--- config.mk ---
export PLATFORM = sky130hd
export DESIGN_NAME = multicycle_control_unit_flat
export DESIGN_NICKNAME = d
export VERILOG_FILES = /design/src/rtl/mcu_pkg.sv /design/src/rtl/mcu_if.sv /design/src/rtl/mcu_wait_timer.sv /design/src/rtl/multicycle_control_unit.sv /design/src/flat_wrapper.sv
export SDC_FILE = /design/constraint.sdc
export NUM_CORES = 1
export LEC_CHECK = 0
export BUFFER_PORTS_ARGS = -buffer_cell sky130_fd_sc_hd__buf_2
export CAP_MARGIN = 40
export CORE_ASPECT_RATIO = 0.9
export CORE_MARGIN = 4
export CORE_UTILIZATION = 40
export CTS_CLUSTER_DIAMETER = 80
export DETAILED_ROUTE_END_ITERATION = 10
export SETUP_SLACK_MARGIN = 0.02
export SYNTH_ARGS = -nofsm -noshare
export SYNTH_HDL_FRONTEND = slang
export SYNTH_HIERARCHICAL = 1
export SYNTH_SLANG_ARGS = --single-unit
--- constraint.sdc ---
create_clock -name clk -period 5.37 [get_ports clk]
set_clock_uncertainty 0.15 [all_clocks]
set_input_delay 0.537 -clock clk [delete_from_list [all_inputs] [get_ports clk]]
set_output_delay 0.537 -clock clk [all_outputs]
set_load 0.03 [all_outputs]
--- src/rtl/mcu_pkg.sv ---
// Shared types for the multi-cycle controller: opcodes, state encoding, control payload.
// Build option: MCU_JUMP_EN adds the JMP opcode and the JUMP state decode.
package mcu_pkg;

    localparam int unsigned OPCODE_W = 6;
    localparam int unsigned ALU_OP_W = 2;
    localparam int unsigned CNT_W    = 16;

    localparam logic [OPCODE_W-1:0] OP_RTYPE = 6'b000000;
    localparam logic [OPCODE_W-1:0] OP_LW    = 6'b110001;
    localparam logic [OPCODE_W-1:0] OP_SW    = 6'b110101;
    localparam logic [OPCODE_W-1:0] OP_BEQ   = 6'b001000;
    localparam logic [OPCODE_W-1:0] OP_JMP   = 6'b010000;

    typedef enum logic [3:0] {
        S_RST      = 4'd0,
        S_FETCH    = 4'd1,
        S_DECODE   = 4'd2,
        S_MEM_ADDR = 4'd3,
        S_MEM_RD   = 4'd4,
        S_MEM_WB   = 4'd5,
        S_MEM_WR   = 4'd6,
        S_EXEC     = 4'd7,
        S_ALU_WB   = 4'd8,
        S_BRANCH   = 4'd9,
        S_JUMP     = 4'd10
    } state_e;

    typedef enum logic [ALU_OP_W-1:0] {
        ALU_ADD   = 2'b00,
        ALU_SUB   = 2'b01,
        ALU_FUNCT = 2'b10
    } alu_op_e;

    typedef enum logic [1:0] {
        SRCB_RT      = 2'b00,
        SRCB_FOUR    = 2'b01,
        SRCB_IMM     = 2'b10,
        SRCB_IMM_SH2 = 2'b11
    } alu_src_b_e;

    typedef enum logic [1:0] {
        PCS_ALU    = 2'b00,
        PCS_ALUOUT = 2'b01,
        PCS_JUMP   = 2'b10
    } pc_source_e;

    // Moore portion of the datapath controls; FETCH-time IR/PC loads are gated separately.
    typedef struct packed {
        logic       pc_write;
        logic       pc_write_cond;
        logic       i_or_d;
        logic       mem_read;
        logic       mem_write;
        logic       mem_to_reg;
        logic       reg_dst;
        logic       reg_write;
        logic       alu_src_a;
        alu_src_b_e alu_src_b;
        alu_op_e    alu_op;
        pc_source_e pc_source;
    } ctrl_t;

    function automatic ctrl_t ctrl_of(state_e s);
        ctrl_t c;
        c = '0;
        case (s)
            S_FETCH: begin
                c.mem_read  = 1'b1;
                c.alu_src_b = SRCB_FOUR;
            end
            S_DECODE:   c.alu_src_b = SRCB_IMM_SH2;
            S_MEM_ADDR: begin
                c.alu_src_a = 1'b1;
                c.alu_src_b = SRCB_IMM;
            end
            S_MEM_RD: begin
                c.mem_read = 1'b1;
                c.i_or_d   = 1'b1;
            end
            S_MEM_WB: begin
                c.reg_write  = 1'b1;
                c.mem_to_reg = 1'b1;
            end
            S_MEM_WR: begin
                c.mem_write = 1'b1;
                c.i_or_d    = 1'b1;
            end
            S_EXEC: begin
                c.alu_src_a = 1'b1;
                c.alu_op    = ALU_FUNCT;
            end
            S_ALU_WB: begin
                c.reg_write = 1'b1;
                c.reg_dst   = 1'b1;
            end
            S_BRANCH: begin
                c.alu_src_a     = 1'b1;
                c.alu_op        = ALU_SUB;
                c.pc_write_cond = 1'b1;
                c.pc_source     = PCS_ALUOUT;
            end
`ifdef MCU_JUMP_EN
            S_JUMP: begin
                c.pc_write  = 1'b1;
                c.pc_source = PCS_JUMP;
            end
`endif
            default: ;
        endcase
        return c;
    endfunction

endpackage

--- src/rtl/mcu_if.sv ---
// Controller <-> IR/datapath bundle; master is the controller, slave the datapath side.
interface mcu_if;
    import mcu_pkg::*;

    logic [OPCODE_W-1:0] instr_op_i;
    logic                mem_ready_i;
    logic                pc_write_o;
    logic                pc_write_cond_o;
    logic                i_or_d_o;
    logic                mem_read_o;
    logic                mem_write_o;
    logic                ir_write_o;
    logic                mem_to_reg_o;
    logic                reg_dst_o;
    logic                reg_write_o;
    logic                alu_src_a_o;
    logic [1:0]          alu_src_b_o;
    logic [ALU_OP_W-1:0] alu_op_o;
    logic [1:0]          pc_source_o;
    logic                illegal_op_o;
    logic                mem_timeout_o;
    logic [CNT_W-1:0]    retired_cnt_o;

    modport master (
        input  instr_op_i, mem_ready_i,
        output pc_write_o, pc_write_cond_o, i_or_d_o, mem_read_o, mem_write_o, ir_write_o,
               mem_to_reg_o, reg_dst_o, reg_write_o, alu_src_a_o, alu_src_b_o, alu_op_o,
               pc_source_o, illegal_op_o, mem_timeout_o, retired_cnt_o
    );

    modport slave (
        output instr_op_i, mem_ready_i,
        input  pc_write_o, pc_write_cond_o, i_or_d_o, mem_read_o, mem_write_o, ir_write_o,
               mem_to_reg_o, reg_dst_o, reg_write_o, alu_src_a_o, alu_src_b_o, alu_op_o,
               pc_source_o, illegal_op_o, mem_timeout_o, retired_cnt_o
    );

endinterface

--- src/rtl/mcu_wait_timer.sv ---
// Saturating count of consecutive not-ready cycles; expired flags the abort cycle.
module mcu_wait_timer #(
    parameter int unsigned LIMIT = 16
) (
    input  logic clk,
    input  logic rst_n,
    input  logic clr_i,
    input  logic inc_i,
    output logic expired_o
);

    localparam int unsigned CW = $clog2(LIMIT + 1);

    logic [CW-1:0] cnt_q;
    logic [CW-1:0] cnt_d;

    always_comb begin
        cnt_d = cnt_q;
        if (clr_i) begin
            cnt_d = '0;
        end else if (inc_i && (cnt_q != CW'(LIMIT))) begin
            cnt_d = cnt_q + CW'(1);
        end
    end

    always_ff @(posedge clk or negedge rst_n) begin
        if (!rst_n) cnt_q <= '0;
        else        cnt_q <= cnt_d;
    end

    // This cycle would be the LIMIT-th consecutive wait.
    assign expired_o = inc_i && (cnt_q == CW'(LIMIT - 1));

endmodule

--- src/rtl/multicycle_control_unit.sv ---
// Moore sequencer for the multi-cycle datapath with memory-wait timeout and retire counter.
// Build option: MCU_JUMP_EN decodes JMP into a single-cycle JUMP state.
module multicycle_control_unit
    import mcu_pkg::*;
#(
    parameter int unsigned TIMEOUT_CYC = 16
) (
    input logic clk,
    input logic rst_n,
    mcu_if.master bus_io
);

    state_e           state_q, state_d;
    ctrl_t            ctrl_q;
    logic [CNT_W-1:0] retired_cnt_q;
    logic             retire_c;
    logic             illegal_c;
    logic             timeout_c;
    logic             wait_inc;
    logic             wait_clr;
    logic             expired;
    logic             fetch_ready;

    assign wait_inc = ((state_q == S_FETCH) || (state_q == S_MEM_RD) || (state_q == S_MEM_WR))
                      && !bus_io.mem_ready_i;
    assign wait_clr = (state_d != state_q) || timeout_c;

    mcu_wait_timer #(.LIMIT(TIMEOUT_CYC)) u_wait_timer (
        .clk       (clk),
        .rst_n     (rst_n),
        .clr_i     (wait_clr),
        .inc_i     (wait_inc),
        .expired_o (expired)
    );

    always_comb begin
        state_d   = state_q;
        retire_c  = 1'b0;
        illegal_c = 1'b0;
        timeout_c = 1'b0;
        case (state_q)
            S_RST: state_d = S_FETCH;
            S_FETCH: begin
                if (bus_io.mem_ready_i) state_d = S_DECODE;
                else if (expired)       timeout_c = 1'b1;
            end
            S_DECODE: begin
                case (bus_io.instr_op_i)
                    OP_RTYPE:     state_d = S_EXEC;
                    OP_LW, OP_SW: state_d = S_MEM_ADDR;
                    OP_BEQ:       state_d = S_BRANCH;
`ifdef MCU_JUMP_EN
                    OP_JMP:       state_d = S_JUMP;
`endif
                    default: begin
                        state_d   = S_FETCH;
                        illegal_c = 1'b1;
                    end
                endcase
            end
            S_MEM_ADDR: state_d = (bus_io.instr_op_i == OP_SW) ? S_MEM_WR : S_MEM_RD;
            S_MEM_RD: begin
                if (bus_io.mem_ready_i) begin
                    state_d = S_MEM_WB;
                end else if (expired) begin
                    state_d   = S_FETCH;
                    timeout_c = 1'b1;
                end
            end
            S_MEM_WR: begin
                if (bus_io.mem_ready_i) begin
                    state_d  = S_FETCH;
                    retire_c = 1'b1;
                end else if (expired) begin
                    state_d   = S_FETCH;
                    timeout_c = 1'b1;
                end
            end
            S_EXEC: state_d = S_ALU_WB;
            S_MEM_WB, S_ALU_WB, S_BRANCH: begin
                state_d  = S_FETCH;
                retire_c = 1'b1;
            end
`ifdef MCU_JUMP_EN
            S_JUMP: begin
                state_d  = S_FETCH;
                retire_c = 1'b1;
            end
`endif
            default: state_d = S_RST;
        endcase
    end

    // Controls are registered from the next state so they line up with state_q.
    always_ff @(posedge clk or negedge rst_n) begin
        if (!rst_n) begin
            state_q       <= S_RST;
            ctrl_q        <= '0;
            retired_cnt_q <= '0;
        end else begin
            state_q <= state_d;
            ctrl_q  <= ctrl_of(state_d);
            if (retire_c) retired_cnt_q <= retired_cnt_q + CNT_W'(1);
        end
    end

    assign fetch_ready = (state_q == S_FETCH) && bus_io.mem_ready_i;

    assign bus_io.pc_write_o      = ctrl_q.pc_write | fetch_ready;
    assign bus_io.ir_write_o      = fetch_ready;
    assign bus_io.pc_write_cond_o = ctrl_q.pc_write_cond;
    assign bus_io.i_or_d_o        = ctrl_q.i_or_d;
    assign bus_io.mem_read_o      = ctrl_q.mem_read;
    assign bus_io.mem_write_o     = ctrl_q.mem_write;
    assign bus_io.mem_to_reg_o    = ctrl_q.mem_to_reg;
    assign bus_io.reg_dst_o       = ctrl_q.reg_dst;
    assign bus_io.reg_write_o     = ctrl_q.reg_write;
    assign bus_io.alu_src_a_o     = ctrl_q.alu_src_a;
    assign bus_io.alu_src_b_o     = ctrl_q.alu_src_b;
    assign bus_io.alu_op_o        = ctrl_q.alu_op;
    assign bus_io.pc_source_o     = ctrl_q.pc_source;
    assign bus_io.illegal_op_o    = illegal_c;
    assign bus_io.mem_timeout_o   = timeout_c;
    assign bus_io.retired_cnt_o   = retired_cnt_q;

endmodule

--- src/flat_wrapper.sv ---
// flat-port wrapper written by rule: the top's interface ports become plain ports
module multicycle_control_unit_flat import mcu_pkg::*;
#(
    parameter int unsigned TIMEOUT_CYC = 16
)
  (clk, rst_n, bus_io_instr_op_i, bus_io_mem_ready_i, bus_io_pc_write_o, bus_io_pc_write_cond_o, bus_io_i_or_d_o, bus_io_mem_read_o, bus_io_mem_write_o, bus_io_ir_write_o, bus_io_mem_to_reg_o, bus_io_reg_dst_o, bus_io_reg_write_o, bus_io_alu_src_a_o, bus_io_alu_src_b_o, bus_io_alu_op_o, bus_io_pc_source_o, bus_io_illegal_op_o, bus_io_mem_timeout_o, bus_io_retired_cnt_o);
  mcu_if bus_io_i ();
  input logic clk;
  input logic rst_n;
  input wire logic [$bits(bus_io_i.instr_op_i)-1:0] bus_io_instr_op_i;
  input wire logic [$bits(bus_io_i.mem_ready_i)-1:0] bus_io_mem_ready_i;
  output wire logic [$bits(bus_io_i.pc_write_o)-1:0] bus_io_pc_write_o;
  output wire logic [$bits(bus_io_i.pc_write_cond_o)-1:0] bus_io_pc_write_cond_o;
  output wire logic [$bits(bus_io_i.i_or_d_o)-1:0] bus_io_i_or_d_o;
  output wire logic [$bits(bus_io_i.mem_read_o)-1:0] bus_io_mem_read_o;
  output wire logic [$bits(bus_io_i.mem_write_o)-1:0] bus_io_mem_write_o;
  output wire logic [$bits(bus_io_i.ir_write_o)-1:0] bus_io_ir_write_o;
  output wire logic [$bits(bus_io_i.mem_to_reg_o)-1:0] bus_io_mem_to_reg_o;
  output wire logic [$bits(bus_io_i.reg_dst_o)-1:0] bus_io_reg_dst_o;
  output wire logic [$bits(bus_io_i.reg_write_o)-1:0] bus_io_reg_write_o;
  output wire logic [$bits(bus_io_i.alu_src_a_o)-1:0] bus_io_alu_src_a_o;
  output wire logic [$bits(bus_io_i.alu_src_b_o)-1:0] bus_io_alu_src_b_o;
  output wire logic [$bits(bus_io_i.alu_op_o)-1:0] bus_io_alu_op_o;
  output wire logic [$bits(bus_io_i.pc_source_o)-1:0] bus_io_pc_source_o;
  output wire logic [$bits(bus_io_i.illegal_op_o)-1:0] bus_io_illegal_op_o;
  output wire logic [$bits(bus_io_i.mem_timeout_o)-1:0] bus_io_mem_timeout_o;
  output wire logic [$bits(bus_io_i.retired_cnt_o)-1:0] bus_io_retired_cnt_o;
  assign bus_io_i.instr_op_i = bus_io_instr_op_i;
  assign bus_io_i.mem_ready_i = bus_io_mem_ready_i;
  assign bus_io_pc_write_o = bus_io_i.pc_write_o;
  assign bus_io_pc_write_cond_o = bus_io_i.pc_write_cond_o;
  assign bus_io_i_or_d_o = bus_io_i.i_or_d_o;
  assign bus_io_mem_read_o = bus_io_i.mem_read_o;
  assign bus_io_mem_write_o = bus_io_i.mem_write_o;
  assign bus_io_ir_write_o = bus_io_i.ir_write_o;
  assign bus_io_mem_to_reg_o = bus_io_i.mem_to_reg_o;
  assign bus_io_reg_dst_o = bus_io_i.reg_dst_o;
  assign bus_io_reg_write_o = bus_io_i.reg_write_o;
  assign bus_io_alu_src_a_o = bus_io_i.alu_src_a_o;
  assign bus_io_alu_src_b_o = bus_io_i.alu_src_b_o;
  assign bus_io_alu_op_o = bus_io_i.alu_op_o;
  assign bus_io_pc_source_o = bus_io_i.pc_source_o;
  assign bus_io_illegal_op_o = bus_io_i.illegal_op_o;
  assign bus_io_mem_timeout_o = bus_io_i.mem_timeout_o;
  assign bus_io_retired_cnt_o = bus_io_i.retired_cnt_o;
  multicycle_control_unit #(.TIMEOUT_CYC(TIMEOUT_CYC)) u_core (.clk(clk), .rst_n(rst_n), .bus_io(bus_io_i));
endmodule
==> results_dict.tcl, run 1 <==
set metrics [dict create \
    drt_iter0_markers 65 \
    cts_tree "built" \
    synth_nets 183 \
    tns_ns 0 \
    end_kind "register" \
    setup_viol 0 \
    rr_worst_depth 12 \
    ys_async_sr_fraction_pct 100.0 \
    root_buffer "clkbuf_8" \
    ios 43 \
    post-place-ws_ns 2.240 \
    drcViolationCount 0 \
    overflow 0 \
    synth_top_area_cell "dfrtp_1" \
    relSlewSlack_pct 47.41 \
    fmax_mhz 315.0 \
    drtPass1Iterations 4 \
    syn-cell-area_um2 1802 \
    antenna_cells 0 \
    start_util_pct 42.78 \
    final_nets 224 \
    finalCritPeriodShare_pct 59.12 \
    postCtsSetupBuffers 0 \
    cts_max_path_buffers 2 \
    path_class "reg -> reg" \
    grt_util_all_layers_pct 13.89 \
    utilization_pct 50.65 \
    clk_latency_ns 0.28 \
    core_um2 4212 \
    dp_hpwl_um 2694 \
    synthTopCellsByArea "dfrtp_1, xnor2_1, xor2_1" \
    fillers 392 \
    hold_path.class "in -> async" \
    final_hold_viol_count 0 \
    rsz0062_at_grt "no" \
    reg2reg_slack_ns 2.20 \
    power.density_nw_per_um2 485.2 \
    crit_required_ns 5.44 \
    critPathSlowestCell "dfrtp_1" \
    place.gp.congestion 0.8657 \
    antenna_found_initial 0 \
    cts_made_buffers 5 \
    dpl_cell_area_um2 2037 \
    ir_drop_mv 0.3190 \
    critPathLaunchType "register" \
    yosysWarnings 6 \
    ant_nets 0 \
    final_cell_mix "buf_2, dfrtp_1, nor2_1" \
    cap_violations 0 \
    multi_input_area_um2 817.0 \
    portBuffers 41 \
    cts-htree-levels 2 \
    first_global_vias 1296 \
    syn_avg_cell_area_um2 10.60 \
    final.setup.worst_slack_ns 2.196 \
    synthDistinctLibCells 47 \
    grt_max_degree 37 \
    synth-edff-count 0 \
    crit_chain "nand2b_1 > o21a_1 > nor3_1 > and2_1 > mux2_2 > o32ai_1 > nor2_2 > clkinv_2 > nor2_1 > o21ai_0 > a211oi_1 > a41o_1" \
    cts_hold_buf 0 \
    syn_inst 170 \
    hold_ws_ns 0.1865 \
    leakage_nw 1.090 \
    area_growth_pct 18.40 \
    die_area_um2 5644 \
    r2r_end "u_core/u_wait_timer/cnt_q[2]" \
    avgViaCountPerCell 5.085 \
    routedWlPerCell_um 13.46 \
    die_w_um 78.75 \
    status "complete, no violations" \
    final_common_cell "buf_2" \
    wl_um 3648 \
    ys_ff_latch 36 \
    slowest_delay_ns 0.49 \
    r2r-start "u_core/state_q[1]" \
    cts_sinks 36 \
    vias 1378 \
    yosysSeqAreaShare_pct 50.00 \
    min_period_ns 3.174 \
    maxSlewViolCount 0 \
    drive_above_1_share_pct 28.91 \
    synth_ff_type "dfrtp_1" \
    die_h_um 71.67 \
    crit_end "u_core/u_wait_timer/cnt_q[2]" \
    synth_top_area_share_pct 50.00 \
    regArea_um2 900.9 \
    startpoint "u_core/state_q[1]" \
    arrival_ns 3.24 \
    core.rowCount 22 \
    fin_area_um2 2133 \
    grt_first_pass_wirelength_um 6168 \
    cts_resized 0 \
    path_clk_slew_ns 0.07 \
    tightest_slew_ns 0.7889 \
    worstPathMaxFanout 12 \
]
cell usage after synthesis (3+ instances only):
library cell and number:
nor3_1 7, nand3_1 5, nand4_1 4, inv_1 8
xnor2_1 9, a21oi_1 5, and3_1 5, buf_2 3
buf_4 4, nand2b_1 3, nor2_1 15, nor3b_1 3
o21ai_0 4, xor2_1 7, ha_1 4, dfrtp_1 36
nand2_1 10
flip-flops by register name, indices dropped and copies added (netlist names):
register and flops:
u_core/bus_io.mem_to_reg_o 1, u_core/u_wait_timer/cnt_q 5, u_core/bus_io.reg_write_o 1, u_core/bus_io.alu_src_a_o 1, u_core/bus_io.retired_cnt_o 16, u_core/state_q 4, u_core/bus_io.mem_write_o 1, u_core/bus_io.reg_dst_o 1
u_core/bus_io.pc_source_o 1, u_core/bus_io.alu_src_b_o 2, u_core/bus_io.i_or_d_o 1, u_core/bus_io.mem_read_o 1, u_core/bus_io.alu_op_o 1
metal layers:
layer | share of wire, % | vias up | track usage [%]
met1 | 46 | 667 | 18.05
met4 | 0.93 | 0 | 5.049
met2 | 48 | 32 | 22.15
li1 | - | 674 | -
met5 | 0 | - | 0
met3 | 5.2 | 5 | 3.894
worst min-delay path by stage:
stage / startpoint / end / cells after the start
3_5_place_dp: u_core/bus_io.retired_cnt_o[15] / u_core/bus_io.retired_cnt_o[15] / 1
2_1_floorplan: rst_n / u_core/bus_io.alu_op_o[1] / 0
5_1_grt: rst_n / u_core/bus_io.alu_op_o[1] / 1
4_1_cts: rst_n / u_core/bus_io.retired_cnt_o[0] / 1
3_3_place_gp: u_core/bus_io.retired_cnt_o[15] / u_core/bus_io.retired_cnt_o[15] / 1
6_report: rst_n / u_core/bus_io.mem_write_o / 1
area by class of cell:
type / instances / share of cell area (%)
inverters: 10 / 1.818
multi-input cells: 117 / 38.30
repair buffers: 41 / 9.619
clock buffers: 7 / 4.516
well taps: 60 / 3.519
flip-flops and latches: 36 / 42.23
metrics by stage:
stage | instances | power, mW
6_report | 271 | 1.035
5_1_grt | 271 | 1.107
4_1_cts | 271 | 1.043
3_5_place_dp | 264 | 0.8345
3_3_place_gp | 264 | 0.8276
2_1_floorplan | 170 | 0.7292
cells by family after synthesis:
family,count (synthesis),synth area share [%]
buffers and inverters,17,4.652
muxes,4,2.639
xor gates and xnor gates,16,7.778
AOI/OAI and AO/OA,24,10.21
DFF,36,50.00
other,1,0.2081
adders and majority gates,4,2.778
and+or+nand+nor,68,21.74
report_power, final:
part	leakage (nW)	internal [mW]	switching (mW)
combinational	0.556	0.151	0.286
sequential	0.484	0.331	0.0634
clock	0.0503	0.114	0.0893
total	1.09	0.596	0.439
critical path, delay by kind of cell (launching register included):
family | cells | cell delay [ns]
flip-flops | 1 | 0.49
buffers and inverters | 1 | 0.13
AND/OR/NAND/NOR | 5 | 1.26
AO/OA/AOI/OAI | 5 | 0.91
multiplexers | 1 | 0.18
Power figures use the tool's default switching activity.
==> run 2, diff against run 1 <==
==> constraint.sdc (replaced) <==
create_clock -name clk -period 3.3 [get_ports clk]
set_clock_uncertainty 0.15 [all_clocks]
set_input_delay 0.33 -clock clk [delete_from_list [all_inputs] [get_ports clk]]
set_output_delay 0.33 -clock clk [all_outputs]
set_load 0.03 [all_outputs]
==> run 2 against run 1 <==
The flow now finishes with violations (negative hold slack). Combinational power increased by 77%. Cell count increased by 1.5%. Non-clock buffer count increased by 3. Clock power increased by 57%. Critical path depth unchanged. Final area increased by 1.1%. First-iteration DRC count increased by 35%. Via count increased by 1.7%. Sequential share of layout area decreased by 0.47 points.
==> results_dict.tcl, run 2 (synthesized netlist as in run 1, its figures left out) <==
set metrics [dict create \
    antenna_found_initial 0 \
    final_hold_viol_count 36 \
    finalCritPeriodShare_pct 91.79 \
    status "finished with violations" \
    rsz0062_at_grt "no" \
    worstPathMaxFanout 6 \
    min_period_ns 3.029 \
    leakage_nw 1.108 \
    hold_path.class "in -> async" \
    critPathLaunchType "register" \
    cts_made_buffers 5 \
    dp_hpwl_um 2865 \
    final_common_cell "buf_2" \
    fmax_mhz 330.1 \
    tns_ns 0 \
    vias 1402 \
    path_class "reg -> reg" \
    relSlewSlack_pct 46.93 \
    clk_latency_ns 0.28 \
    cts_tree "built" \
    cts_sinks 36 \
    power.density_nw_per_um2 793.9 \
    core.rowCount 22 \
    die_area_um2 5644 \
    path_clk_slew_ns 0.07 \
    final_cells 275 \
    avgViaCountPerCell 5.098 \
    die_h_um 71.67 \
    first_global_vias 1455 \
    area_growth_pct 19.72 \
    drt_iter0_markers 88 \
    final_nets 227 \
    tightest_slew_ns 0.7960 \
    ios 43 \
    placedCellCount 267 \
    drive_above_1_share_pct 30.70 \
    setup_viol 0 \
    drtPass1Iterations 4 \
    fin_area_um2 2157 \
    die_w_um 78.75 \
    dpl_cell_area_um2 2059 \
    wl_um 3805 \
    failed_checks "negative hold slack" \
    start_util_pct 42.78 \
    portBuffers 41 \
    overflow 0 \
    grt_first_pass_wirelength_um 6624 \
    utilization_pct 51.22 \
    arrival_ns 3.05 \
    cts_max_path_buffers 2 \
    place.gp.congestion 0.8991 \
    routedWlPerCell_um 13.84 \
    crit_required_ns 3.32 \
    largest_reg_flops 16 \
    final.setup.worst_slack_ns 0.2709 \
    grt_util_all_layers_pct 14.63 \
    grt_max_degree 37 \
    cts_hold_buf 0 \
    ant_nets 0 \
    maxSlewViolCount 0 \
    cap_violations 0 \
    hold_ws_ns -0.02363 \
    ir_drop_mv 0.4225 \
    final_cell_mix "buf_2, dfrtp_1, nor2_1" \
    root_buffer "clkbuf_8" \
    end_kind "register" \
    drcViolationCount 0 \
    postCtsSetupBuffers 0 \
    totalPowerFinal_mw 1.713 \
    post-place-ws_ns 0.08123 \
    cts-htree-levels 2 \
    core_um2 4212 \
    antenna_cells 0 \
]
run 2: changes by cell type in the layout (fill, tap and decap cells not counted), sizes merged:
cell / previous run / this run
buf: 41 / 44
clkinv: 1 / 3
clkbuf: 7 / 6
run 2: worst paths after layout:
path	slack [ns]	startpoint	depth (start not counted)	end
setup / recovery	0.27	u_core/u_wait_timer/cnt_q[0]	12	u_core/u_wait_timer/cnt_q[2]
hold / removal	-0.02	rst_n	1	u_core/bus_io.pc_source_o[0]
setup reg to reg	0.27	u_core/u_wait_timer/cnt_q[0]	12	u_core/u_wait_timer/cnt_q[2]
hold reg to reg	0.33	u_core/bus_io.retired_cnt_o[15]	1	u_core/bus_io.retired_cnt_o[15]
max in group asynchronous	2.52	rst_n	1	u_core/u_wait_timer/cnt_q[3]
min in group clk	0.12	bus_io_instr_op_i[1]	2	u_core/bus_io.alu_op_o[1]
run 2: cell type report:
cell class | count | area, µm²
Sequential cell | 36 | 900.9
Tap cell | 60 | 75.07
Inverter | 10 | 38.79
Clock buffer | 6 | 82.58
Multi-Input combinational cell | 117 | 822.0
Timing Repair Buffer | 44 | 227.7
Fill cell | 386 | 2054
Clock inverter | 2 | 10.01
run 2: what timing repair did:
| action | 4_1_cts | 5_1_grt |
|---|---|---|
| setup endpoints to repair | 0 | 3 |
| hold endpoints to repair | 0 | 0 |
| gates resized for setup | 0 | 2 |
run 2: per-layer routing:
| layer | vias to the layer above | GRT usage, % | wire length, µm |
|---|---|---|---|
| met5 | - | 0 | 0 |
| met4 | 0 | 5.631 | 38 |
| met3 | 5 | 3.894 | 184 |
| met2 | 33 | 24.88 | 1897 |
| met1 | 686 | 17.71 | 1685 |
| li1 | 678 | - | - |
run 2: where the power goes:
part / leakage [nW] / internal (mW) / switching (mW) / total [mW]
clock: 0.0510 / 0.166 / 0.154 / 0.321
combinational: 0.573 / 0.270 / 0.506 / 0.775
sequential: 0.484 / 0.540 / 0.0766 / 0.616
total: 1.11 / 0.976 / 0.737 / 1.71
run 2: worst max-delay path: stages (launching register included):
cell,delay [ns]
dfrtp_1,0.43
ha_1,0.25
and3_1,0.18
ha_1,0.16
and2_1,0.16
mux2_2,0.29
o32ai_1,0.32
nor2_2,0.11
clkinv_2,0.11
nor2_1,0.04
o21ai_1,0.36
inv_1,0.15
a41o_1,0.22
==> run 3, diff against run 2 <==
--- a/config.mk
+++ b/config.mk
@@ -5,13 +5,13 @@
 export SDC_FILE = /design/constraint.sdc
 export NUM_CORES = 1
 export LEC_CHECK = 0
-export BUFFER_PORTS_ARGS = -buffer_cell sky130_fd_sc_hd__buf_2
 export CAP_MARGIN = 40
 export CORE_ASPECT_RATIO = 0.9
 export CORE_MARGIN = 4
 export CORE_UTILIZATION = 40
 export CTS_CLUSTER_DIAMETER = 80
 export DETAILED_ROUTE_END_ITERATION = 10
+export DONT_BUFFER_PORTS = 1
 export SETUP_SLACK_MARGIN = 0.02
 export SYNTH_ARGS = -nofsm -noshare
 export SYNTH_HDL_FRONTEND = slang
==> constraint.sdc (replaced) <==
create_clock -name clk -period 3.6 [get_ports clk]
set_clock_uncertainty 0.15 [all_clocks]
set_input_delay 0.36 -clock clk [delete_from_list [all_inputs] [get_ports clk]]
set_output_delay 0.36 -clock clk [all_outputs]
set_load 0.03 [all_outputs]
==> run 3 against run 2 <==
The flow now finishes without violations. Via count down 11%. Total power down 13%. Register-to-register slack better by 0.18 ns. Sequential power up 18%. Die area unchanged. Critical endpoint unchanged. Largest cell class unchanged. Highest routed layer unchanged.
==> results_dict.tcl, run 3 (synthesized netlist as in run 1, its figures left out) <==
set metrics [dict create \
    status "complete, no violations" \
    cts-htree-levels 2 \
    cts_hold_buf 4 \
    hold_ws_ns 0.08433 \
    cts_made_buffers 5 \
    grt_util_all_layers_pct 14.06 \
    hold_path.class "in -> reg" \
    tns_ns 0 \
    path_clk_slew_ns 0.07 \
    worstPathMaxFanout 12 \
    ios 43 \
    clk_latency_ns 0.28 \
    die_h_um 71.67 \
    portBuffers 0 \
    fin_area_um2 1999 \
    hold_depth 1 \
    vias 1244 \
    leakage_nw 0.9283 \
    final_nets 190 \
    drive_above_1_share_pct 14.61 \
    final_cell_mix "dfrtp_1, nor2_1, nand2_1" \
    totalPowerFinal_mw 1.486 \
    globalRouteMet2Util_pct 22.24 \
    relSlewSlack_pct 47.51 \
    arrival_ns 3.22 \
    final_common_cell "dfrtp_1" \
    grt.met3_usage_pct 4.146 \
    fmax_mhz 317.3 \
    rsz0062_at_grt "no" \
    start_util_pct 42.78 \
    path_class "reg -> reg" \
    reg2reg_slack_ns 0.45 \
    die_w_um 78.75 \
    final_hold_viol_count 0 \
    busiest_layer "met2" \
    maxSlewViolCount 0 \
    finalCritPeriodShare_pct 87.55 \
    power.density_nw_per_um2 743.4 \
    avgViaCountPerCell 5.227 \
    slowest_delay_ns 0.52 \
    setup_viol 0 \
    die_area_um2 5644 \
    min_period_ns 3.152 \
    drcViolationCount 0 \
    core.rowCount 22 \
    cts_sinks 36 \
    overflow 0 \
    antenna_found_initial 0 \
    first_global_vias 1221 \
    grt_max_degree 37 \
    tightest_slew_ns 0.7879 \
    end_kind "register" \
    crit_required_ns 3.67 \
    cts_resized 0 \
    cap_violations 0 \
    rr_worst_depth 12 \
    cts_max_path_buffers 2 \
    root_buffer "clkbuf_8" \
    area_growth_pct 10.97 \
    critPathLaunchType "register" \
    largest_reg_flops 16 \
    critPathSlowestCell "dfrtp_1" \
    dp_hpwl_um 2597 \
    antenna_cells 0 \
    drt_iter0_markers 89 \
    cts_tree "built" \
    met1_usage_pct 17.84 \
    ir_drop_mv 0.3441 \
    grt_first_pass_wirelength_um 6175 \
    dpl_cell_area_um2 1857 \
    crit_chain "nand2b_1 > o21a_1 > nor3_1 > and2_1 > mux2_2 > o32ai_1 > nor2_2 > clkinv_2 > nor2_1 > o21ai_0 > a211oi_1 > a41o_1" \
    core_um2 4212 \
    routedWlPerCell_um 15.15 \
    ant_nets 0 \
    place.gp.congestion 0.8305 \
    wl_um 3605 \
    postCtsSetupBuffers 0 \
    drtPass1Iterations 4 \
]
run 3: cell count changes in the layout (fill, tap and decap cells not counted), sizes merged:
cell | previous run | this run
dlygate4sd3 | 0 | 3
buf | 44 | 4
run 3: area by class of cell:
| class | instances | area, µm² |
|---|---|---|
| fill | 393 | 2212 |
| sequential | 36 | 900.9 |
| multi-input combinational | 117 | 822.0 |
| clock buffer | 6 | 82.58 |
| tap | 60 | 75.07 |
| timing repair buffer | 7 | 70.07 |
| inverter | 10 | 38.79 |
| clock inverter | 2 | 10.01 |
run 3: path summary, 6_finish.rpt:
check,startpoint,to
max in group asynchronous,rst_n,u_core/bus_io.retired_cnt_o[9]
worst max register to register,u_core/state_q[0],u_core/u_wait_timer/cnt_q[2]
worst min register to register,u_core/u_wait_timer/cnt_q[4],u_core/u_wait_timer/cnt_q[4]
worst min-delay path,bus_io_instr_op_i[3],u_core/bus_io.pc_source_o[0]
worst max-delay path,u_core/state_q[0],u_core/u_wait_timer/cnt_q[2]
min in group asynchronous,rst_n,u_core/bus_io.pc_source_o[0]
run 3: worst max-delay path, delay by kind of cell, from the launching register on:
family / cells / cell delay, ns
muxes: 1 / 0.18
and+or+nand+nor: 5 / 1.20
buffers and inverters: 1 / 0.14
DFF: 1 / 0.52
AOI/OAI and AO/OA: 5 / 0.90
run 3: power by group:
group          switching (mW)  leakage, nW  internal (mW)
clock network           0.139       0.0510          0.153
registers               0.231        0.484          0.493
logic                   0.281        0.394          0.189
total                   0.651        0.928          0.835
run 3: metrics by stage:
| stage | worst slack (ns) | instances | util, % |
|---|---|---|---|
| global route | 0.08569 | 238 | 47.47 |
| CTS | 0.4656 | 238 | 47.47 |
| detailed placement | 0.4920 | 226 | 44.09 |
| global placement | 0.5603 | 224 | 43.79 |
| finish | 0.4481 | 238 | 47.47 |
| floorplan | 0.7625 | 170 | - |
run 3: metal layers:
| layer | up-vias | routed length (µm) |
|---|---|---|
| met3 | 5 | 190 |
| li1 | 606 | - |
| met1 | 606 | 1619 |
| met5 | - | 0 |
| met4 | 0 | 48 |
| met2 | 27 | 1747 |
